<file path="config.mk">
export PLATFORM = sky130hd
export DESIGN_NAME = cdc_xfer_arb_ctrl
export DESIGN_NICKNAME = d
export VERILOG_FILES = /design/src/rtl/cdc_xfer_arb_ctrl.sv
export SDC_FILE = /design/constraint.sdc
export NUM_CORES = 1
export LEC_CHECK = 0
export CAP_MARGIN = 10
export CORE_ASPECT_RATIO = 0.75
export CORE_MARGIN = 5
export CORE_UTILIZATION = 40
export DETAILED_ROUTE_END_ITERATION = 10
export PLACE_DENSITY = 0.77
export SYNTH_ARGS = -nofsm -noshare
export SYNTH_HDL_FRONTEND = slang
export SYNTH_SLANG_ARGS = --single-unit
</file>
<file path="constraint.sdc">
create_clock -name clock -period 2 [get_ports clock]
set_input_delay 0.4 -clock clock [delete_from_list [all_inputs] [get_ports clock]]
set_output_delay 0.4 -clock clock [all_outputs]
set_load 0.05 [all_outputs]
</file>
<file path="src/rtl/cdc_xfer_arb_ctrl.sv">
// Round-robin arbiter that hands one word at a time to another clock domain
// over a 4-phase req/ack handshake with per-phase timeout recovery.
module cdc_xfer_arb_ctrl #(
  parameter int NUM_REQ     = 4,
  parameter int DATA_W      = 16,
  parameter int SETUP_CYC   = 2,
  parameter int TIMEOUT_CYC = 255
) (
  input  logic                       clock,
  input  logic                       reset,
  input  logic [NUM_REQ-1:0]         req_valid,
  input  logic [NUM_REQ*DATA_W-1:0]  req_data,
  output logic [NUM_REQ-1:0]         req_ready,
  output logic                       xfer_req,
  output logic [DATA_W-1:0]          xfer_data,
  input  logic                       xfer_ack_sync,
  output logic                       busy,
  output logic [$clog2(NUM_REQ)-1:0] grant_id,
  output logic                       timeout_err
);

  localparam int          ID_W       = $clog2(NUM_REQ);
  localparam logic [15:0] SETUP_LAST = 16'(SETUP_CYC - 1);
  localparam logic [15:0] TMO_LAST   = 16'(TIMEOUT_CYC - 1);

  typedef enum logic [2:0] {
    ST_IDLE   = 3'd0,
    ST_SETUP  = 3'd1,
    ST_REQ_HI = 3'd2,
    ST_REQ_LO = 3'd3,
    ST_DRAIN  = 3'd4
  } state_t;

  state_t            state_q, state_d;
  logic [15:0]       cnt_q, cnt_d;
  logic [ID_W-1:0]   ptr_q, ptr_d;
  logic [ID_W-1:0]   grant_id_q, grant_id_d;
  logic [DATA_W-1:0] xfer_data_q, xfer_data_d;
  logic              xfer_req_q, xfer_req_d;
  logic              timeout_err_q, timeout_err_d;

  logic [ID_W-1:0]   winner_s;
  logic [ID_W-1:0]   idx_s;
  logic              any_valid_s;
  logic              accept_s;
  logic [DATA_W-1:0] data_arr_s [NUM_REQ];

  // Unpack the flat requester data bus into per-requester words.
  always_comb begin
    for (int i = 0; i < NUM_REQ; i++) begin
      data_arr_s[i] = req_data[i*DATA_W +: DATA_W];
    end
  end

  // Round-robin pick: scanning from the far end down means the candidate
  // closest to the priority pointer is the last (winning) assignment.
  always_comb begin
    int sum;
    sum         = 0;
    idx_s       = '0;
    winner_s    = '0;
    any_valid_s = 1'b0;
    for (int k = NUM_REQ - 1; k >= 0; k--) begin
      sum         = int'(ptr_q) + k;
      idx_s       = (sum >= NUM_REQ) ? ID_W'(sum - NUM_REQ) : ID_W'(sum);
      winner_s    = req_valid[idx_s] ? idx_s : winner_s;
      any_valid_s = any_valid_s | req_valid[idx_s];
    end
  end

  // State and datapath registers.
  always_ff @(posedge clock or posedge reset) begin
    if (reset) begin
      state_q       <= ST_IDLE;
      cnt_q         <= 16'd0;
      ptr_q         <= '0;
      grant_id_q    <= '0;
      xfer_data_q   <= '0;
      xfer_req_q    <= 1'b0;
      timeout_err_q <= 1'b0;
    end else begin
      state_q       <= state_d;
      cnt_q         <= cnt_d;
      ptr_q         <= ptr_d;
      grant_id_q    <= grant_id_d;
      xfer_data_q   <= xfer_data_d;
      xfer_req_q    <= xfer_req_d;
      timeout_err_q <= timeout_err_d;
    end
  end

  // Next-state logic; a stale high ack blocks new grants in IDLE.
  always_comb begin
    state_d       = state_q;
    cnt_d         = cnt_q;
    ptr_d         = ptr_q;
    grant_id_d    = grant_id_q;
    xfer_data_d   = xfer_data_q;
    timeout_err_d = 1'b0;
    accept_s      = 1'b0;
    case (state_q)
      ST_IDLE: begin
        if (any_valid_s && !xfer_ack_sync) begin
          accept_s    = 1'b1;
          grant_id_d  = winner_s;
          xfer_data_d = data_arr_s[winner_s];
          ptr_d       = (winner_s == ID_W'(NUM_REQ - 1)) ? '0 : winner_s + ID_W'(1);
          cnt_d       = 16'd0;
          state_d     = ST_SETUP;
        end else begin
          state_d = ST_IDLE;
        end
      end
      ST_SETUP: begin
        if (cnt_q == SETUP_LAST) begin
          cnt_d   = 16'd0;
          state_d = ST_REQ_HI;
        end else begin
          cnt_d = cnt_q + 16'd1;
        end
      end
      ST_REQ_HI: begin
        if (xfer_ack_sync) begin
          cnt_d   = 16'd0;
          state_d = ST_REQ_LO;
        end else if (cnt_q == TMO_LAST) begin
          timeout_err_d = 1'b1;
          cnt_d         = 16'd0;
          state_d       = ST_DRAIN;
        end else begin
          cnt_d = cnt_q + 16'd1;
        end
      end
      ST_REQ_LO: begin
        if (!xfer_ack_sync) begin
          cnt_d   = 16'd0;
          state_d = ST_IDLE;
        end else if (cnt_q == TMO_LAST) begin
          timeout_err_d = 1'b1;
          cnt_d         = 16'd0;
          state_d       = ST_DRAIN;
        end else begin
          cnt_d = cnt_q + 16'd1;
        end
      end
      ST_DRAIN: begin
        if (!xfer_ack_sync) begin
          state_d = ST_IDLE;
        end else begin
          state_d = ST_DRAIN;
        end
      end
      default: begin
        cnt_d   = 16'd0;
        state_d = ST_IDLE;
      end
    endcase
  end

  // Outputs; xfer_req is registered off the next state so it never glitches.
  always_comb begin
    xfer_req_d  = (state_d == ST_REQ_HI);
    req_ready   = accept_s ? (NUM_REQ'(1) << winner_s) : '0;
    busy        = (state_q != ST_IDLE);
    xfer_req    = xfer_req_q;
    xfer_data   = xfer_data_q;
    grant_id    = grant_id_q;
    timeout_err = timeout_err_q;
  end

endmodule
</file>
==> results.cfg, run 1 <==
[worst_hold_path]
min_to = xfer_data[5]$_DFFE_PP0P_
min_delay_path_depth = 2
worstHoldPathType = register to register
hold_start = xfer_data[5]$_DFFE_PP0P_

[timing]
fmax_mhz = 460
rsz0062_at_grt = yes
hold-worst-slack_ns = 0.496
worst_slew_pin_slew_ns = 0.574
timing.final.ws_setup_ns = -0.176
hold_violations = 0
slew_viol_final = 0
clock-skew-final_ns = 0.00540
relSlewSlack_pct = 61.4
period_minus_slack_ns = 2.18
min_period_over_period_pct = 109
setup_viol = 4

[run]
cap_viol_max_count = 0

[outcome]
status = finished with violations
violations = setup timing

[cells_and_area]
layout-drive-gt1-share_pct = 20.5
area_growth_syn_to_layout_pct = 62.1
fill_cells = 470
nNetsFinal = 459
final_cell_count_no_fill = 459
antenna_cells = 0

[routing]
drc = 0
route.met2.wl_mm = 3.48
wire_per_inst_um = 16.2
maxUsedRoutingLayer = met4
wl_met3_um = 533
antenna_left = 0
drt_pass1_iterations = 4
viasPerCell = 5.39
wl_met1_mm = 3.27
vias = 2476
drt-total-wl_mm = 7.44
drt_iter0_drc = 127

[logic_synthesis]
yosysSeqAreaShare_pct = 41.3
synth_area_per_cell_um2 = 9.75
yosys_warnings = 0
syn-instance-count = 255
synth_nets = 333
syn_area_um2 = 2490
ys_types = 42
synth-seq-cells = 41

[grt]
grt_start_max_net_pins = 42
overflow = 0
grt_pass1_vias = 2489
track_usage_pct = 18.8
grt_pass1_wl_mm = 12.0
antenna_found_initial = 0

[clocking]
cts_buffer_depth = 2
clockRootBuffer = clkbuf_8
cts_tree = yes
cts_buffers = 5
cts-hold-fix-buffers = 0
clock_latency_ns = 0.29
htreeDepth = 2
cts.clk_slew.worst_paths_ns = 0.07
clkSinkCount = 41

[worst_setup_path]
rr_startpoint = ptr_q[1]$_DFFE_PP0P_
cp-end-kind = output pin
ff2ff_setup_slack_ns = 0.10
path_max_fanout = 5
timing.rr.end = xfer_data[8]$_DFFE_PP0P_
required_ns = 1.60
cp-start-kind = primary input
worstRegToRegCells = 7
worstPathArrival_ns = 1.78
criticalPathCategory = primary input to output pin

[power]
peakVddDrop_v = 0.000582
power.density_nw_per_um2 = 1190
total_power_uw = 4810
p_leak_uw = 0.00175

[die]
die_w_um = 101
core-area_um2 = 5920
die-area_um2 = 7910
io_pins = 96
initial_core_util_pct = 42.0
die_h_um = 78.3
rows = 24

[placement]
routabilityCongestion = 0.860
portBuffers = 95
dp_cells = 441
dpl.hpwl_mm = 5.52
cell usage after synthesis, drive strengths merged:
cell type | n | share of area (%)
clkbuf | 3 | 0.45
a211o | 2 | 0.70
and2 | 3 | 0.75
nor2b | 1 | 0.25
ha | 7 | 3.5
o31a | 1 | 0.35
o2111a | 1 | 0.45
o31ai | 1 | 0.30
a22oi | 1 | 0.50
nor3 | 13 | 2.6
and3 | 6 | 1.6
o21ai | 5 | 1.0
xor2 | 1 | 0.35
nand4 | 7 | 1.8
xnor2 | 10 | 3.5
and4 | 2 | 0.70
o21ba | 1 | 0.40
nor2 | 15 | 2.3
inv | 8 | 1.2
nor4 | 5 | 2.1
nor3b | 2 | 0.60
o211ai | 1 | 0.30
o22a | 1 | 0.35
or3 | 2 | 0.50
buf | 11 | 2.6
a21oi | 5 | 1.0
dfrtp | 41 | 41
a311oi | 1 | 0.60
nand3 | 4 | 0.81
nand2 | 35 | 5.5
o22ai | 2 | 0.50
a21o | 3 | 0.91
o221ai | 16 | 5.6
a31o | 1 | 0.35
mux2i | 32 | 13
nand2b | 4 | 1.0
nor4b | 1 | 0.35
repair_timing:
action                     4_1_cts  5_1_grt
gates resized for setup         22        5
setup endpoints to repair       31       28
setup buffers                    9        2
pin swaps                        2        5
cloned                           0        1
worst max-delay path, cell delays in order:
cell and delay [ns]:
clkdlybuf4s15_2 0.22, buf_4 0.15, a21o_1 0.16, a21oi_2 0.14, o22a_4 0.20, inv_4 0.06
ha_4 0.14, and3_4 0.15, buf_12 0.14
cell families after synthesis:
logic type,count (synthesis),synth area share (%)
and+or+nand+nor,100,20.8
buffers and inverters,22,4.28
xor gates and xnor gates,11,3.88
AOI/OAI and AO/OA,42,13.4
muxes,32,12.9
adders and majority gates,7,3.52
DFF,41,41.3
sequential cells by signal, summed over array words and instances (netlist names):
signal       cells
xfer_req         1
cnt_q           16
grant_id         2
timeout_err      1
ptr_q            2
xfer_data       16
state_q          3
area by class of cell:
type | count | area (um^2) | share of cell area (%)
clock buffer | 7 | 86.3 | 2.14
inverter | 8 | 32.5 | 0.807
multi-input combinational | 192 | 1460 | 36.2
sequential | 41 | 1030 | 25.5
tap | 78 | 97.6 | 2.42
timing repair buffer | 133 | 1330 | 32.9
cell usage in the layout (no fill, tap or decap), types with 3 or more instances in the layout:
cell type        instances
buf_4                   35
o221ai_1                16
nand4_1                  7
ha_4                     3
inv_1                    5
nor4_1                   3
dfrtp_1                 40
mux2i_1                 31
clkdlybuf4s50_1         86
o21ai_0                  4
a21o_1                   3
nor2_1                  15
nand3_1                  4
nand2b_1                 3
clkbuf_8                 6
ha_1                     4
and3_4                   4
xnor2_1                 10
a21oi_1                  3
nand2_1                 33
nor3_1                  12
buf_12                   7
routing by layer:
layer,up-vias,track usage [%]
li1,1186,-
met1,1185,24.4
met2,93,30.2
met3,12,4.61
met4,0,7.44
met5,-,0
through the flow:
stage	cell area, um^2	util [%]	setup TNS [ns]	setup WS, ns
finish	4030	68.1	-0.678	-0.176
global route	4030	68.1	-0.917	-0.234
CTS	3980	67.3	-0.604	-0.156
detailed placement	3760	63.5	-14.99	-0.498
global placement	3760	63.5	-12.52	-0.428
floorplan	2520	-	0	0.0194
worst max-delay path by stage:
stage,slack (ns),start,endpoint
after floorplan,0.02,ptr_q[0]$_DFFE_PP0P_,req_ready[0]
after global placement,-0.43,req_valid[1],req_ready[3]
after detailed placement,-0.50,req_valid[1],req_ready[3]
after CTS,-0.16,ptr_q[0]$_DFFE_PP0P_,req_ready[0]
after global routing,-0.23,ptr_q[0]$_DFFE_PP0P_,req_ready[0]
final,-0.18,req_valid[1],req_ready[1]
power by group:
part	switching [uW]	internal, uW
logic	1700	1310
registers	177	1070
clock network	274	274
total	2150	2660
Note: power is estimated with default switching activity, not from simulation.
==> run 2, diff against run 1 <==
- MAX_ROUTING_LAYER: default -> met4
==> results.cfg, run 2 (synthesis gave the netlist of run 1 again) <==
[outcome]
status = finished with violations
violations = setup timing

[routing]
viasPerCell = 5.38
drt_iter0_drc = 129
drc = 0
drt-total-wl_mm = 7.42
wire_per_inst_um = 16.2
antenna_left = 0
vias = 2470
drt_pass1_iterations = 4

[grt]
overflow = 0
grt_pass1_vias = 2492
grt_start_max_net_pins = 42
antenna_found_initial = 0
track_usage_pct = 19.4
grt_pass1_wl_mm = 12.0

[cells_and_area]
nNetsFinal = 459
layout-drive-gt1-share_pct = 20.5
utilization_pct = 68.1
area_growth_syn_to_layout_pct = 62.1
final_cell_mix = 86 x clkdlybuf4s50_1, 40 x dfrtp_1, 35 x buf_4
fin_area_um2 = 4030
final_common_cell = clkdlybuf4s50_1
fill_cells = 470
antenna_cells = 0

[worst_setup_path]
cp-end-kind = output pin
path_max_fanout = 5
rr_startpoint = ptr_q[1]$_DFFE_PP0P_
worstPathArrival_ns = 1.78
criticalPathCategory = primary input to output pin
cp-startpoint = req_valid[1]
required_ns = 1.60
cp-start-kind = primary input

[power]
power_frac_clock_pct = 11.4
seqPwrFrac_pct = 26.0
comb_power_share_pct = 62.7
peakVddDrop_v = 0.000584
switchingPower_uw = 2150
p_sw_share_pct = 44.7
p_int_uw = 2660
power.density_nw_per_um2 = 1190
p_leak_uw = 0.00175

[clocking]
cts_tree = yes
clockRootBuffer = clkbuf_8
cts.clk_slew.worst_paths_ns = 0.07
cts-hold-fix-buffers = 0
cts_buffer_depth = 2
htreeDepth = 2
cts_buffers = 5
clock_latency_ns = 0.29
clkSinkCount = 41

[placement]
dpl_cell_area_um2 = 3760
dpl.hpwl_mm = 5.52
routabilityCongestion = 0.874
portBuffers = 95
dp_slack_ns = -0.498

[timing]
hold-worst-slack_ns = 0.493
period_minus_slack_ns = 2.18
rsz0062_at_grt = yes
timing.final.ws_setup_ns = -0.176
slew_viol_final = 0
clock-skew-final_ns = 0.00521
setup_viol = 4
fmax_mhz = 460
min_period_over_period_pct = 109
relSlewSlack_pct = 61.5
setup_tns_ns = -0.678
hold_violations = 0
worst_slew_pin_slew_ns = 0.572

[die]
io_pins = 96
core-area_um2 = 5920
die-area_um2 = 7910
initial_core_util_pct = 42.0
die_w_um = 101
die_h_um = 78.3
rows = 24

[worst_hold_path]
worstHoldPathType = register to register
hold_start = xfer_data[12]$_DFFE_PP0P_

[run]
cap_viol_max_count = 0
==> run 2: cell counts in the layout (fill, tap and decap cells not counted) <==
No cell type changed its count.
==> run 2: per-stage QoR <==
stage,std cells,total power [uW]
2_1_floorplan,255,2990
3_3_place_gp,441,3960
3_5_place_dp,441,4020
4_1_cts,457,4740
5_1_grt,459,5100
6_report,459,4810
==> run 2: cell type report <==
type | instances | area, um^2 | area share, %
well taps | 78 | 97.6 | 2.42
inverters | 8 | 32.5 | 0.807
clock buffers | 7 | 86.3 | 2.14
repair buffers | 133 | 1330 | 32.9
multi-input cells | 192 | 1460 | 36.2
flip-flops and latches | 41 | 1030 | 25.5
==> run 2: routing by layer <==
layer	vias up	track usage, %	wire (um)
met5	-	-	0
met3	12	3.54	417
li1	1184	-	-
met4	0	7.44	165
met2	93	30.1	3450
met1	1181	25.3	3380
==> run 2: final timing paths <==
| kind | end | slack (ns) | depth (start not counted) |
|---|---|---|---|
| worst max-delay path | req_ready[1] | -0.18 | 9 |
| worst min-delay path | xfer_data[12]$_DFFE_PP0P_ | 0.49 | 2 |
| worst max register to register | xfer_data[8]$_DFFE_PP0P_ | 0.10 | 7 |
| worst min register to register | xfer_data[12]$_DFFE_PP0P_ | 0.49 | 2 |
| max in group asynchronous | ptr_q[1]$_DFFE_PP0P_ | 1.06 | 3 |
| min in group asynchronous | cnt_q[1]$_DFFE_PP0P_ | 0.54 | 3 |
==> run 2: power by group through the flow <==
| stage | Sequential, uW | Clock [uW] | Combinational (uW) |
|---|---|---|---|
| after floorplan | 1830 | 0 | 1160 |
| after global placement | 1240 | 0 | 2720 |
| after detailed placement | 1250 | 0 | 2760 |
| after CTS | 1240 | 565 | 2930 |
| after global routing | 1290 | 601 | 3210 |
| final | 1250 | 548 | 3010 |
==> run 2: timing repair <==
item | 4_1_cts | 5_1_grt
pin swaps | 2 | 5
gates resized for setup | 22 | 5
setup endpoints to repair | 31 | 28
setup buffers | 9 | 2
gates cloned | 0 | 1
==> run 2: critical path, cell delays in order <==
cell	delay, ns
clkdlybuf4s15_2	0.22
buf_4	0.15
a21o_1	0.16
a21oi_2	0.14
o22a_4	0.20
inv_4	0.06
ha_4	0.14
and3_4	0.15
buf_12	0.14
==> run 3, diff against run 2 <==
- TNS_END_PERCENT: default -> 50
- clock period: 2 -> 1.85 ns (I/O delays scaled with it)
==> results.cfg, run 3 (synthesis gave the netlist of run 1 again) <==
[routing]
drt_pass1_iterations = 4
drt_iter0_drc = 165
drt-total-wl_mm = 7.58
drc = 0
antenna_left = 0
vias = 2516
viasPerCell = 5.29
wire_per_inst_um = 15.9

[clocking]
cts-hold-fix-buffers = 0
clock_latency_ns = 0.30
clockRootBuffer = clkbuf_8
cts_buffers = 5
cts_tree = yes
cts_buffer_depth = 2
htreeDepth = 2
cts.clk_slew.worst_paths_ns = 0.08
clkSinkCount = 41

[cells_and_area]
nNetsFinal = 475
fill_cells = 423
area_growth_syn_to_layout_pct = 71.8
final_cell_mix = 66 x clkdlybuf4s50_1, 61 x buf_4, 40 x dfrtp_1
layout-drive-gt1-share_pct = 29.9
multiInputGateArea_um2 = 1500
final-seq-area_um2 = 1030
final_common_cell = clkdlybuf4s50_1
antenna_cells = 0

[worst_setup_path]
criticalPathCategory = register to output pin
rr_startpoint = ptr_q[1]$_DFFE_PP0P_
endpoint = req_ready[1]
worstPathArrival_ns = 1.83
cp-end-kind = output pin
ff2ff_setup_slack_ns = -0.08
cp-startpoint = ptr_q[1]$_DFFE_PP0P_
path_max_fanout = 4
worstRegToRegCells = 8
cp-start-kind = register
timing.rr.end = xfer_data[4]$_DFFE_PP0P_
required_ns = 1.48

[die]
die_h_um = 78.3
die_w_um = 101
io_pins = 96
die-area_um2 = 7910
core-area_um2 = 5920
rows = 24
initial_core_util_pct = 42.0

[placement]
dp_slack_ns = -0.575
routabilityCongestion = 0.876
portBuffers = 95
dpl.hpwl_mm = 5.48

[timing]
hold_violations = 0
timing.final.ws_setup_ns = -0.345
clock-skew-final_ns = 0.00794
min_period_over_period_pct = 119
setup_viol = 22
slew_viol_final = 0
relSlewSlack_pct = 71.9
fmax_mhz = 456
rsz0062_at_grt = yes
period_minus_slack_ns = 2.20
worst_slew_pin_slew_ns = 0.418

[outcome]
status = finished with violations
violations = setup timing

[power]
peakVddDrop_v = 0.000667
total_power_uw = 5670
power.density_nw_per_um2 = 1330
p_leak_uw = 0.00192

[run]
cap_viol_max_count = 0

[grt]
grt_pass1_wl_mm = 11.8
grt_start_max_net_pins = 33
antenna_found_initial = 0
grt_pass1_vias = 2483
track_usage_pct = 19.1
overflow = 0

[worst_hold_path]
worstHoldPathType = primary input to asynchronous set/reset pin
-- run 3: worst max-delay path, stage by stage, from the launching register on --
cell and delay [ns]:
dfrtp_2 0.42, a21o_1 0.19, a21oi_2 0.19, o22a_4 0.24, inv_8 0.05, ha_4 0.15, and3_4 0.15, buf_12 0.14
-- run 3: metal layers --
metal	GRT usage, %	part of all wire, %	up-vias
li1	-	-	1229
met1	25.3	45	1183
met2	28.6	46	92
met3	5.14	6.7	12
met4	5.84	2.0	0
met5	-	0	-
-- run 3: worst min-delay path by stage --
stage / end / slack (ns) / startpoint
after detailed placement: grant_id[0]$_DFFE_PP0P_ / 0.46 / grant_id[0]$_DFFE_PP0P_
after global placement: grant_id[1]$_DFFE_PP0P_ / 0.47 / grant_id[1]$_DFFE_PP0P_
final: xfer_data[8]$_DFFE_PP0P_ / 0.35 / reset
after global routing: xfer_data[8]$_DFFE_PP0P_ / 0.36 / reset
after floorplan: ptr_q[0]$_DFFE_PP0P_ / 0.49 / ptr_q[0]$_DFFE_PP0P_
after CTS: grant_id[0]$_DFFE_PP0P_ / 0.35 / reset
-- run 3: final cells by class --
cell class / count / area share [%]
inverter: 8 / 0.879
tap: 78 / 2.29
timing repair buffer: 149 / 35.0
clock inverter: 1 / 0.703
multi-input combinational: 192 / 35.1
sequential: 41 / 24.1
clock buffer: 7 / 2.02
-- run 3: power breakdown --
group          switching, uW  leakage (uW)  internal [uW]  total [uW]
combinational           1920       0.00133           1640        3570
sequential               189      0.000535           1160        1350
clock                    317     0.0000585            440         757
-- run 3: stage by stage --
stage                     hold slack [ns]  std cells  setup TNS [ns]  utilization [%]  instance area [um^2]
after floorplan                     0.494        255          -0.208                -                  2560
after CTS                           0.347        466           -1.13             68.7                  4060
after detailed placement            0.464        453          -18.05             65.1                  3850
final                               0.347        476           -2.26             72.2                  4270
after global routing                0.356        476           -4.21             72.2                  4270
after global placement              0.471        453          -17.26             65.1                  3850
-- run 3: timing repair --
| item | in CTS | in global routing |
|---|---|---|
| gates cloned | 0 | 4 |
| setup endpoints to repair | 37 | 27 |
| resized for setup | 19 | 21 |
| pin swaps | 3 | 14 |
| buffers inserted | 5 | 6 |
